## src/rtl/fpu_pkg.sv

```systemverilog
// Shared binary16 FPU definitions: field widths, special encodings, FSM states
// and operand unpacking. FPU_SUB_SUBNORMAL_EN selects gradual underflow;
// when it is undefined, subnormal inputs are flushed to signed zero.
package fpu_pkg;

  localparam int unsigned EXP_W    = 5;
  localparam int unsigned FRAC_W   = 10;
  localparam int unsigned MANT_W   = FRAC_W + 1;   // with hidden bit
  localparam int unsigned WIDE_W   = MANT_W + 3;   // mantissa + G, R, S
  localparam int unsigned EXPR_W   = EXP_W + 1;    // room for exponent overflow
  localparam int unsigned EXP_BIAS = 15;
  localparam int unsigned EXP_MAX  = 31;
  localparam int unsigned EXP_SUB  = EXP_MAX - 2 * EXP_BIAS;  // effective exponent of subnormals (1)

  localparam logic [15:0] QNAN    = 16'h7E00;
  localparam logic [15:0] POS_INF = 16'h7C00;

  typedef enum logic [2:0] {
    ST_IDLE,
    ST_UNPACK,
    ST_ALIGN,
    ST_CALC,
    ST_NORM,
    ST_ROUND,
    ST_PACK
  } fpu_state_e;

  typedef struct packed {
    logic              sign;
    logic [EXP_W-1:0]  exp;
    logic [MANT_W-1:0] mant;
    logic              nan;
    logic              inf;
  } fpu_op_t;

  // Split a binary16 value into sign (optionally negated), effective exponent, significand and flags
  function automatic fpu_op_t fpu_unpack(input logic [15:0] x, input logic negate);
    fpu_op_t           op;
    logic [EXP_W-1:0]  e;
    logic [FRAC_W-1:0] f;
    e       = x[14:10];
    f       = x[9:0];
    op.sign = x[15] ^ negate;
    op.nan  = (e == EXP_W'(EXP_MAX)) && (f != '0);
    op.inf  = (e == EXP_W'(EXP_MAX)) && (f == '0);
    if (e == '0) begin
      op.exp = EXP_W'(EXP_SUB);
`ifdef FPU_SUB_SUBNORMAL_EN
      op.mant = {1'b0, f};
`else
      op.mant = '0;
`endif
    end else begin
      op.exp  = e;
      op.mant = {1'b1, f};
    end
    return op;
  endfunction

endpackage

```

## src/rtl/fpu_subtractor_if.sv

```systemverilog
// Request/response bundle between the peripheral register block and an FPU unit.
interface fpu_subtractor_if;
  logic [15:0] a;
  logic [15:0] b;
  logic        valid_in;
  logic        busy;
  logic [15:0] result;
  logic        valid_out;

  modport master (output a, b, valid_in, input busy, result, valid_out);
  modport slave  (input a, b, valid_in, output busy, result, valid_out);
endinterface

```

## src/rtl/fpu_round_rne.sv

```systemverilog
// Round-to-nearest-even of an 11-bit significand with G/R/S; shared with the adder.
module fpu_round_rne
  import fpu_pkg::*;
(
  input  logic [MANT_W-1:0] mant_in,
  input  logic              g,
  input  logic              r,
  input  logic              s,
  input  logic [EXPR_W-1:0] exp_in,
  output logic [MANT_W-1:0] mant_out,
  output logic [EXPR_W-1:0] exp_out,
  output logic              ovf
);

  logic            inc;
  logic [MANT_W:0] sum;

  // Increment on ties-to-even, renormalise a mantissa carry, flag exponent overflow
  always_comb begin
    inc = g & (r | s | mant_in[0]);
    sum = {1'b0, mant_in} + (MANT_W + 1)'(inc);
    if (sum[MANT_W]) begin
      mant_out = sum[MANT_W:1];
      exp_out  = exp_in + EXPR_W'(1);
    end else begin
      mant_out = sum[MANT_W-1:0];
      exp_out  = exp_in;
    end
    ovf = (exp_out >= EXPR_W'(EXP_MAX));
  end

endmodule

```

## src/rtl/fpu_subtractor.sv

```systemverilog
// Multi-cycle binary16 a - b with RNE rounding and one-bit-per-cycle normalisation.
// FPU_SUB_SUBNORMAL_EN enables gradual underflow; otherwise flush-to-zero.
module fpu_subtractor
  import fpu_pkg::*;
(
  input  logic              clk,
  input  logic              rst_n,
  fpu_subtractor_if.slave   bus
);

  fpu_state_e        state, state_d;
  logic [15:0]       a_q, b_q;
  fpu_op_t           op_a, op_b;
  logic              sign_r, eff_sub;
  logic [EXPR_W-1:0] exp_r;
  logic [WIDE_W-1:0] m_big, m_small;
  logic [WIDE_W:0]   m;
  logic [15:0]       arith_q;
  logic [15:0]       result_q, result_d;
  logic              valid_q, valid_d;

  logic              big_is_a, big_sign, sticky;
  logic [EXP_W-1:0]  big_exp, small_exp, diff;
  logic [MANT_W-1:0] big_mant, small_mant;
  logic [WIDE_W-1:0] wide, shifted, aligned;
  logic [WIDE_W:0]   sum_c;

  logic [MANT_W-1:0] rnd_mant;
  logic [EXPR_W-1:0] rnd_exp;
  logic              rnd_ovf;

  // Order operands by magnitude and right-align the smaller one with sticky collection
  always_comb begin
    big_is_a   = {op_a.exp, op_a.mant} >= {op_b.exp, op_b.mant};
    big_sign   = big_is_a ? op_a.sign : op_b.sign;
    big_exp    = big_is_a ? op_a.exp  : op_b.exp;
    big_mant   = big_is_a ? op_a.mant : op_b.mant;
    small_exp  = big_is_a ? op_b.exp  : op_a.exp;
    small_mant = big_is_a ? op_b.mant : op_a.mant;
    diff       = big_exp - small_exp;
    wide       = {small_mant, 3'b000};
    if (diff >= EXP_W'(WIDE_W)) begin
      shifted = '0;
      sticky  = |small_mant;
    end else begin
      shifted = wide >> diff;
      sticky  = |(wide & ((WIDE_W'(1) << diff) - WIDE_W'(1)));
    end
    aligned = {shifted[WIDE_W-1:1], shifted[0] | sticky};
  end

  // Magnitude add or subtract of the aligned significands
  always_comb begin
    if (eff_sub) sum_c = {1'b0, m_big} - {1'b0, m_small};
    else         sum_c = {1'b0, m_big} + {1'b0, m_small};
  end

  fpu_round_rne u_round (
    .mant_in  (m[WIDE_W-1:3]),
    .g        (m[2]),
    .r        (m[1]),
    .s        (m[0]),
    .exp_in   (exp_r),
    .mant_out (rnd_mant),
    .exp_out  (rnd_exp),
    .ovf      (rnd_ovf)
  );

  // State register
  always_ff @(posedge clk or negedge rst_n) begin
    if (!rst_n) state <= ST_IDLE;
    else        state <= state_d;
  end

  // Next-state logic
  always_comb begin
    state_d = state;
    case (state)
      ST_IDLE:   if (bus.valid_in) state_d = ST_UNPACK;
      ST_UNPACK: state_d = ST_ALIGN;
      ST_ALIGN:  state_d = ST_CALC;
      ST_CALC:   state_d = (sum_c == '0) ? ST_ROUND : ST_NORM;
      ST_NORM: begin
        if (!m[WIDE_W] && !m[WIDE_W-1] && (exp_r > EXPR_W'(EXP_SUB))) state_d = ST_NORM;
        else                                                          state_d = ST_ROUND;
      end
      ST_ROUND:  state_d = ST_PACK;
      ST_PACK:   state_d = ST_IDLE;
      default:   state_d = ST_IDLE;
    endcase
  end

  // Output logic: specials override the arithmetic result in PACK
  always_comb begin
    valid_d  = (state == ST_PACK);
    result_d = result_q;
    if (state == ST_PACK) begin
      if (op_a.nan || op_b.nan || (op_a.inf && op_b.inf && (a_q[15] == b_q[15])))
        result_d = QNAN;
      else if (op_a.inf)
        result_d = a_q;
      else if (op_b.inf)
        result_d = POS_INF | {~b_q[15], 15'd0};
      else
        result_d = arith_q;
    end
  end

  // Registered outputs
  always_ff @(posedge clk or negedge rst_n) begin
    if (!rst_n) begin
      result_q <= '0;
      valid_q  <= 1'b0;
    end else begin
      result_q <= result_d;
      valid_q  <= valid_d;
    end
  end

  // Datapath registers, one pipeline step per state
  always_ff @(posedge clk or negedge rst_n) begin
    if (!rst_n) begin
      a_q     <= '0;
      b_q     <= '0;
      op_a    <= '0;
      op_b    <= '0;
      sign_r  <= 1'b0;
      eff_sub <= 1'b0;
      exp_r   <= '0;
      m_big   <= '0;
      m_small <= '0;
      m       <= '0;
      arith_q <= '0;
    end else begin
      case (state)
        ST_IDLE: begin
          if (bus.valid_in) begin
            a_q <= bus.a;
            b_q <= bus.b;
          end
        end
        ST_UNPACK: begin
          op_a <= fpu_unpack(a_q, 1'b0);
          op_b <= fpu_unpack(b_q, 1'b1);
        end
        ST_ALIGN: begin
          sign_r  <= big_sign;
          exp_r   <= EXPR_W'(big_exp);
          m_big   <= {big_mant, 3'b000};
          m_small <= aligned;
          eff_sub <= (op_a.sign != op_b.sign);
        end
        ST_CALC: begin
          if (sum_c == '0) begin
            m      <= '0;
            sign_r <= 1'b0;
            exp_r  <= '0;
          end else begin
            m <= sum_c;
          end
        end
        ST_NORM: begin
          if (m[WIDE_W]) begin
            m     <= {1'b0, m[WIDE_W:2], m[1] | m[0]};
            exp_r <= exp_r + EXPR_W'(1);
          end else if (!m[WIDE_W-1] && (exp_r > EXPR_W'(EXP_SUB))) begin
            m     <= {m[WIDE_W-1:0], 1'b0};
            exp_r <= exp_r - EXPR_W'(1);
          end
        end
        ST_ROUND: begin
          if (!rnd_mant[MANT_W-1]) begin
`ifdef FPU_SUB_SUBNORMAL_EN
            arith_q <= {sign_r, EXP_W'(0), rnd_mant[FRAC_W-1:0]};
`else
            arith_q <= {sign_r, 15'd0};
`endif
          end else if (rnd_ovf || rnd_exp[EXP_W]) begin
            arith_q <= POS_INF | {sign_r, 15'd0};
          end else begin
            arith_q <= {sign_r, rnd_exp[EXP_W-1:0], rnd_mant[FRAC_W-1:0]};
          end
        end
        default: ;
      endcase
    end
  end

  assign bus.busy      = (state != ST_IDLE);
  assign bus.result    = result_q;
  assign bus.valid_out = valid_q;

endmodule

```

## src/flat_wrapper.sv

```systemverilog
// flat-port wrapper written by rule: the top's interface ports become plain ports
module fpu_subtractor_flat import fpu_pkg::*;
  (clk, rst_n, bus_a, bus_b, bus_valid_in, bus_busy, bus_result, bus_valid_out);
  fpu_subtractor_if bus_i ();
  input  logic clk;
  input  logic rst_n;
  input wire logic [$bits(bus_i.a)-1:0] bus_a;
  input wire logic [$bits(bus_i.b)-1:0] bus_b;
  input wire logic [$bits(bus_i.valid_in)-1:0] bus_valid_in;
  output wire logic [$bits(bus_i.busy)-1:0] bus_busy;
  output wire logic [$bits(bus_i.result)-1:0] bus_result;
  output wire logic [$bits(bus_i.valid_out)-1:0] bus_valid_out;
  assign bus_i.a = bus_a;
  assign bus_i.b = bus_b;
  assign bus_i.valid_in = bus_valid_in;
  assign bus_busy = bus_i.busy;
  assign bus_result = bus_i.result;
  assign bus_valid_out = bus_i.valid_out;
  fpu_subtractor u_core (.clk(clk), .rst_n(rst_n), .bus(bus_i));
endmodule
```

## config.mk

```make
export PLATFORM = sky130hd
export DESIGN_NAME = fpu_subtractor_flat
export DESIGN_NICKNAME = d
export VERILOG_FILES = /design/src/rtl/fpu_pkg.sv /design/src/rtl/fpu_subtractor_if.sv /design/src/rtl/fpu_round_rne.sv /design/src/rtl/fpu_subtractor.sv /design/src/flat_wrapper.sv
export SDC_FILE = /design/constraint.sdc
export NUM_CORES = 1
export LEC_CHECK = 0
export ABC_AREA = 1
export CAP_MARGIN = 10
export CORE_UTILIZATION = 31
export DETAILED_ROUTE_END_ITERATION = 12
export PLACE_DENSITY = 0.58
export RECOVER_POWER = 50
export SLEW_MARGIN = 20
export SYNTH_ARGS = -nofsm -noshare
export SYNTH_HDL_FRONTEND = slang
export SYNTH_SLANG_ARGS = --single-unit
export TNS_END_PERCENT = 20
```

## constraint.sdc

```tcl
create_clock -name clk -period 4.52 [get_ports clk]
set_clock_uncertainty 0.1 [all_clocks]
set_input_delay 1.13 -clock clk [delete_from_list [all_inputs] [get_ports clk]]
set_output_delay 1.13 -clock clk [all_outputs]
set_load 0.05 [all_outputs]
```

### After elaboration in Yosys (flattened, before gate mapping)

Index checks and enable logic that the tools add are counted.

| word-level totals | value |
|---|---|
| flip-flop bits (word level) | 154 |
| input port bits | 35 |

| operators by class | value |
|---|---|
| $add $sub $neg | 7 |
| order comparisons | 4 |
| equal/unequal tests | 13 |
| shifts and indexed selects | 2 |
| mux-type cells | 31 |
| bitwise logic cells | 6 |
| reduce and logical (&&, ||, !) cells | 32 |

Operators by type and width:

| cell | number |
|---|---|
| 15-bit 2-to-1 mux | 6 |
| 16-bit 2-to-1 mux | 5 |
| 11-bit 2-to-1 mux | 3 |
| 15-bit one-hot mux with 2 select lines | 1 |
| 6-bit 2-to-1 mux | 4 |
| 10-bit logical NOT | 2 |
| 10-bit nonzero test | 2 |
| 3-bit one-hot mux with 6 select lines | 1 |
| 6-bit one-hot mux with 3 select lines | 1 |
| 16-bit >= comparator | 1 |
| 14-bit by 14-bit adder with 15-bit output | 1 |
| 15-bit logical NOT | 1 |
| 14-bit by 14-bit subtractor with 15-bit output | 1 |
| 14-bit AND | 1 |
| 14-bit 2-to-1 mux | 1 |
| 14-bit OR reduction | 1 |
| 1-bit by 5-bit left shift with 14-bit output, first input constant | 1 |
| 14-bit by 5-bit right shift with 14-bit output | 1 |
| 14-bit by 1-bit subtractor with 14-bit output, second input constant | 1 |
| 11-bit by 1-bit adder with 12-bit output | 1 |
| 11-bit OR reduction | 1 |
| 5-bit equality test, second input constant | 2 |
| 5-bit logical NOT | 2 |
| 5-bit 2-to-1 mux | 2 |
| 28 further kinds | 52 |

### Depth between registers and ports, before layout

| logic depth | value |
|---|---|
| depth in word-level cells | 9 |
| depth in mapped cells | 32 |

### Cells and area by module

From an unflattened synthesis, not the netlist that was laid out.

| second synthesis, totals | value |
|---|---|
| cell total of the unflattened synthesis | 1,320 |
| area total of the unflattened synthesis | 9,855.7 um^2 |

By module, submodules not included:

| module | instances | cells an instance | area an instance (um^2) | seq. area each (um^2) |
|---|---|---|---|---|
| fpu_subtractor | 1 | 1,219 | 9,331.4 | 3,853.7 |
| fpu_round_rne | 1 | 101 | 524.3 | 0.0 |

### Worst setup path after synthesis

OpenSTA, ideal clock, no wires.

| timing | value |
|---|---|
| kind | register to register |
| from | reg u_core.op_b[13] in the netlist's numbering |
| to | reg u_core.m_small[0] |
| library setup time | 0.117 ns |
| data arrival time | 2.923 ns |
| slack | 1.381 ns |
| cell stages (with the launch flop) | 25 |
| period minus slack after synthesis | 3.139 ns |
| cells stage by stage | dfrtp_1 inv_1 ha_1 buf_6 a21oi_2 a21oi_1 nor2_2 nand2_4 nand2_2 nand3_2 ha_1 clkbuf_1 nor2_1 inv_1 nor2_1 o21ai_1 nand2_2 nand2_1 nand2_1 nand2_1 nand2_1 nor3_2 nand2_1 nand2_1 nand2_1 |

| on the way | value |
|---|---|
| cells in the longest elaborated chain, start to end | 9 |
| elaborated cells between the ends (all ways) | 15 |

Ends and longest elaborated chain:

| what | RTL line | source |
|---|---|---|
| start, declared | fpu_subtractor.sv:13 | `fpu_op_t op_a, op_b;` |
| start signal, assigned | fpu_subtractor.sv:144 | `op_b <= fpu_unpack(b_q, 1'b1);` |
| 16-bit >= comparator | fpu_subtractor.sv:34 | `big_is_a = {op_a.exp, op_a.mant} >= {op_b.exp, op_b.mant};` |
| 5-bit 2-to-1 mux, on equally long branches | fpu_subtractor.sv:36, fpu_subtractor.sv:38 |  |
| 5-bit subtractor | fpu_subtractor.sv:40 | `diff = big_exp - small_exp;` |
| 1-bit by 5-bit left shift with 14-bit output | fpu_subtractor.sv:47 | `sticky = \|(wide & ((WIDE_W'(1) << diff) - WIDE_W'(1)));` |
| 14-bit by 1-bit subtractor with 14-bit output | fpu_subtractor.sv:47 |  |
| 14-bit AND | fpu_subtractor.sv:47 |  |
| 14-bit OR reduction | fpu_subtractor.sv:47 |  |
| 1-bit 2-to-1 mux | fpu_subtractor.sv:42 | `if (diff >= EXP_W'(WIDE_W)) begin` |
| 1-bit bitwise OR (*) | fpu_subtractor.sv:49 | `aligned = {shifted[WIDE_W-1:1], shifted[0] \| sticky};` |
| end signal, assigned | fpu_subtractor.sv:150 | `m_small <= aligned;` |
| end, declared | fpu_subtractor.sv:16 | `logic [WIDE_W-1:0] m_big, m_small;` |

Every way passes the cells marked *; elsewhere a longest branch is shown, timed or not.
A chain may end at the register's enable or synchronous reset.

### Worst setup path after layout

Ends and elaborated chain as after synthesis.

==> flow_summary.yaml <==
run:
  maxCapViolCount: 2
status:
  violations: "max-capacitance violations, max-slew violations"
  status: "complete, but fails checks"
yosys:
  syn_inst: 1282
  avgSynthCellArea_um2: 7.52
  ys_types: 50
  synth-edff-count: 0
  synth-seq-area-share: 0.400
  ys_ff_latch: 154
  synth-warning-count: 0
  synth_nets: 1363
  synth-main-ff-cell: "dfrtp_1"
  synth_area_um2: 9640
  postSynth.asyncResetShare: 1.00
global_routing:
  antenna_found_initial: 0
  grt_first_pass_wirelength_um: 44300
  grt_pass1_vias: 8387
  grt_max_degree: 81
  grtUsageTotal: 0.178
  grt_overflow: 0
hold_path:
  min_to: "u_core.op_a[14]$_DFFE_PN0P_"
  hold_path_depth: 2
  hold_start: "u_core.a_q[11]$_DFFE_PN0P_"
  hold_class: "flip-flop to flip-flop"
timing:
  setup_tns_ps: 0
  fin_crit_ps: 3950
  fmax_mhz: 253
  min_period_over_period: 0.875
  relSlewSlack: -0.410
  rsz0062_at_grt: "false"
  hold_violations: 0
  setup_viol_count_final: 0
  tightestPinTransition_ps: 2120
  final_max_slew_viol_count: 125
clock_network:
  clockBufferDepth: 2
  clkTransAtPathRegs_ps: 80
  cts_setup_buffers: 0
  cts_tree: "yes"
  cts.sinks: 154
  postCtsResizedCells: 0
  htree_levels: 4
  clock_latency_ps: 440
  ctsHoldBuffers: 0
  cts-root-buf: "clkbuf_16"
  cts_buffers: 17
place:
  io_buffers: 52
  place_congestion: 0.874
  hpwlAfterDp_um: 20500
die:
  rows: 64
  start_util: 0.315
  dieArea_um2: 31800
  top_level_ports: 53
  coreArea_um2: 30600
  die_y_um: 178
  die_x_um: 178
worst_setup_path:
  crit_fanout: 19
  worst_ep_arrival_time_ps: 4180
  worstRegToRegCells: 25
  required_ps: 4750
  path_class: "flip-flop to flip-flop"
  regToRegEndpoint: "u_core.m_small[0]$_DFFE_PN0P_"
  timing.rr.start: "u_core.op_b[13]$_DFFE_PN0P_"
  end_kind: "flip-flop"
  rrSetupSlack_ps: 570
  cp-start-kind: "flip-flop"
cells_and_area:
  area_delta_synth_final_pct: 15.5
  multi_input_area_um2: 4820
  layout-drive-gt1-share: 0.0617
  seqCellArea_um2: 3850
  fillers: 3252
  layout_commonest_cell: "nand2_1"
  insertedDiodeCount: 0
  layout_common_cells: "nand2_1 (250), inv_1 (201), dfrtp_1 (154)"
  nNetsFinal: 1398
drt:
  highest_layer: "met4"
  wl_met1_um: 13000
  routed_wl_um: 27100
  routedWlPerCell_um: 15.7
  met2_length_um: 12600
  vias: 8756
  first_iter_violations: 650
  ant_nets: 0
  drc: 0
  viasPerCell: 5.07
  dr.pass1.iters: 5
  wl_met3_um: 1260
[state kept, by name, indices dropped and copies added, names as in the netlist, 3 cells and up]
register / count
u_core.exp_r: 6
u_core.a_q: 16
u_core.b_q: 16
u_core.bus.result: 16
u_core.state: 3
u_core.op_a: 19
u_core.m_big: 11
u_core.m_small: 14
u_core.op_b: 19
u_core.m: 15
u_core.arith_q: 16
[how the worst max path moves through the flow]
stage,from,endpoint,slack [ps],cells past startpoint
finish,u_core.op_b[13]$_DFFE_PN0P_,u_core.m_small[0]$_DFFE_PN0P_,570,25
floorplan,u_core.op_b[13]$_DFFE_PN0P_,u_core.m_small[0]$_DFFE_PN0P_,1380,24
CTS,u_core.op_b[13]$_DFFE_PN0P_,u_core.m_small[0]$_DFFE_PN0P_,560,22
global placement,u_core.op_b[13]$_DFFE_PN0P_,u_core.m_small[0]$_DFFE_PN0P_,660,25
global route,u_core.op_b[13]$_DFFE_PN0P_,u_core.m_small[0]$_DFFE_PN0P_,130,26
detailed placement,u_core.op_b[13]$_DFFE_PN0P_,u_core.m_small[0]$_DFFE_PN0P_,560,26
[cells in the mapped netlist (2+ instances only)]
master | number | area [um2]
a21oi_1 | 72 | 360
a21oi_2 | 2 | 17.5
a221oi_1 | 7 | 61.3
a22oi_1 | 21 | 158
a31oi_1 | 8 | 50.1
a32oi_1 | 2 | 17.5
buf_2 | 3 | 15.0
buf_6 | 2 | 22.5
clkbuf_1 | 36 | 135
dfrtp_1 | 154 | 3850
ha_1 | 45 | 563
inv_1 | 200 | 751
inv_2 | 6 | 22.5
mux2_2 | 9 | 101
mux2i_1 | 2 | 20.0
nand2_1 | 251 | 942
nand2_2 | 13 | 81.3
nand2_4 | 3 | 33.8
nand3_1 | 63 | 315
nand4_1 | 17 | 106
nor2_1 | 102 | 383
nor2_2 | 3 | 18.8
nor3_1 | 7 | 35.0
nor4_1 | 12 | 75.1
o2111ai_1 | 2 | 17.5
o211ai_1 | 4 | 30.0
o21a_1 | 2 | 15.0
o21ai_0 | 116 | 581
o21ai_1 | 9 | 45.0
o21bai_1 | 6 | 45.0
o221ai_1 | 4 | 35.0
o22ai_1 | 50 | 313
o31ai_1 | 5 | 37.5
or2_2 | 4 | 25.0
xor2_1 | 25 | 219
[worst max-delay path, stage by stage (launching register included)]
cell,delay (ps)
dfrtp_1,340
inv_1,70
ha_1,520
a21oi_2,200
a21oi_1,80
nor2_2,220
nand2_4,140
nand2_2,90
nand3_2,90
ha_1,190
inv_1,80
nand2_2,70
nand2_2,70
nand3_1,70
nand2_1,330
nand2_1,230
nand2_2,160
nand3_1,80
inv_1,60
nand2_1,70
nor2_1,110
nand2_1,70
nor3_2,180
nand2_1,80
nand2_1,60
nand2_1,50
[through the flow]
stage                     instances  hold WS (ps)  utilization  setup slack (ps)  instance area [um2]
after global routing           1726           416        0.364               131                11100
after detailed placement       1694           366        0.345               563                10500
final                          1726           384        0.364               567                11100
after floorplan                1282           342            -              1380                 9640
after global placement         1694           364        0.345               658                10500
after CTS                      1726           382        0.365               557                11200
[cell families (layout without fill, tap and decap cells)]
logic type	count (synthesis)	after routing	share of synthesized area
AO/OA/AOI/OAI	316	316	0.191
XOR/XNOR	26	26	0.0236
adder cells (fa/ha/maj)	46	46	0.0605
buffers and inverters	251	299	0.100
flip-flops	154	154	0.400
multiplexers	11	11	0.0126
AND/OR/NAND/NOR	478	478	0.212
[metal layers]
metal  GRT usage  vias to the layer above
met5           0                        -
met3      0.0237                       20
met4      0.0456                        0
met1       0.251                     4210
li1            -                     4335
met2       0.284                      191
[cell type report]
type | instances | share of cell area
Tap cell | 396 | 0.0445
Sequential cell | 154 | 0.346
Clock inverter | 15 | 0.0173
Clock buffer | 17 | 0.0382
Multi-Input combinational cell | 877 | 0.434
Inverter | 208 | 0.0704
Timing Repair Buffer | 59 | 0.0495
Power is left out: the tool's default activity adds up to more than one toggle a clock period on the data nets, which glitch-free logic cannot reach.
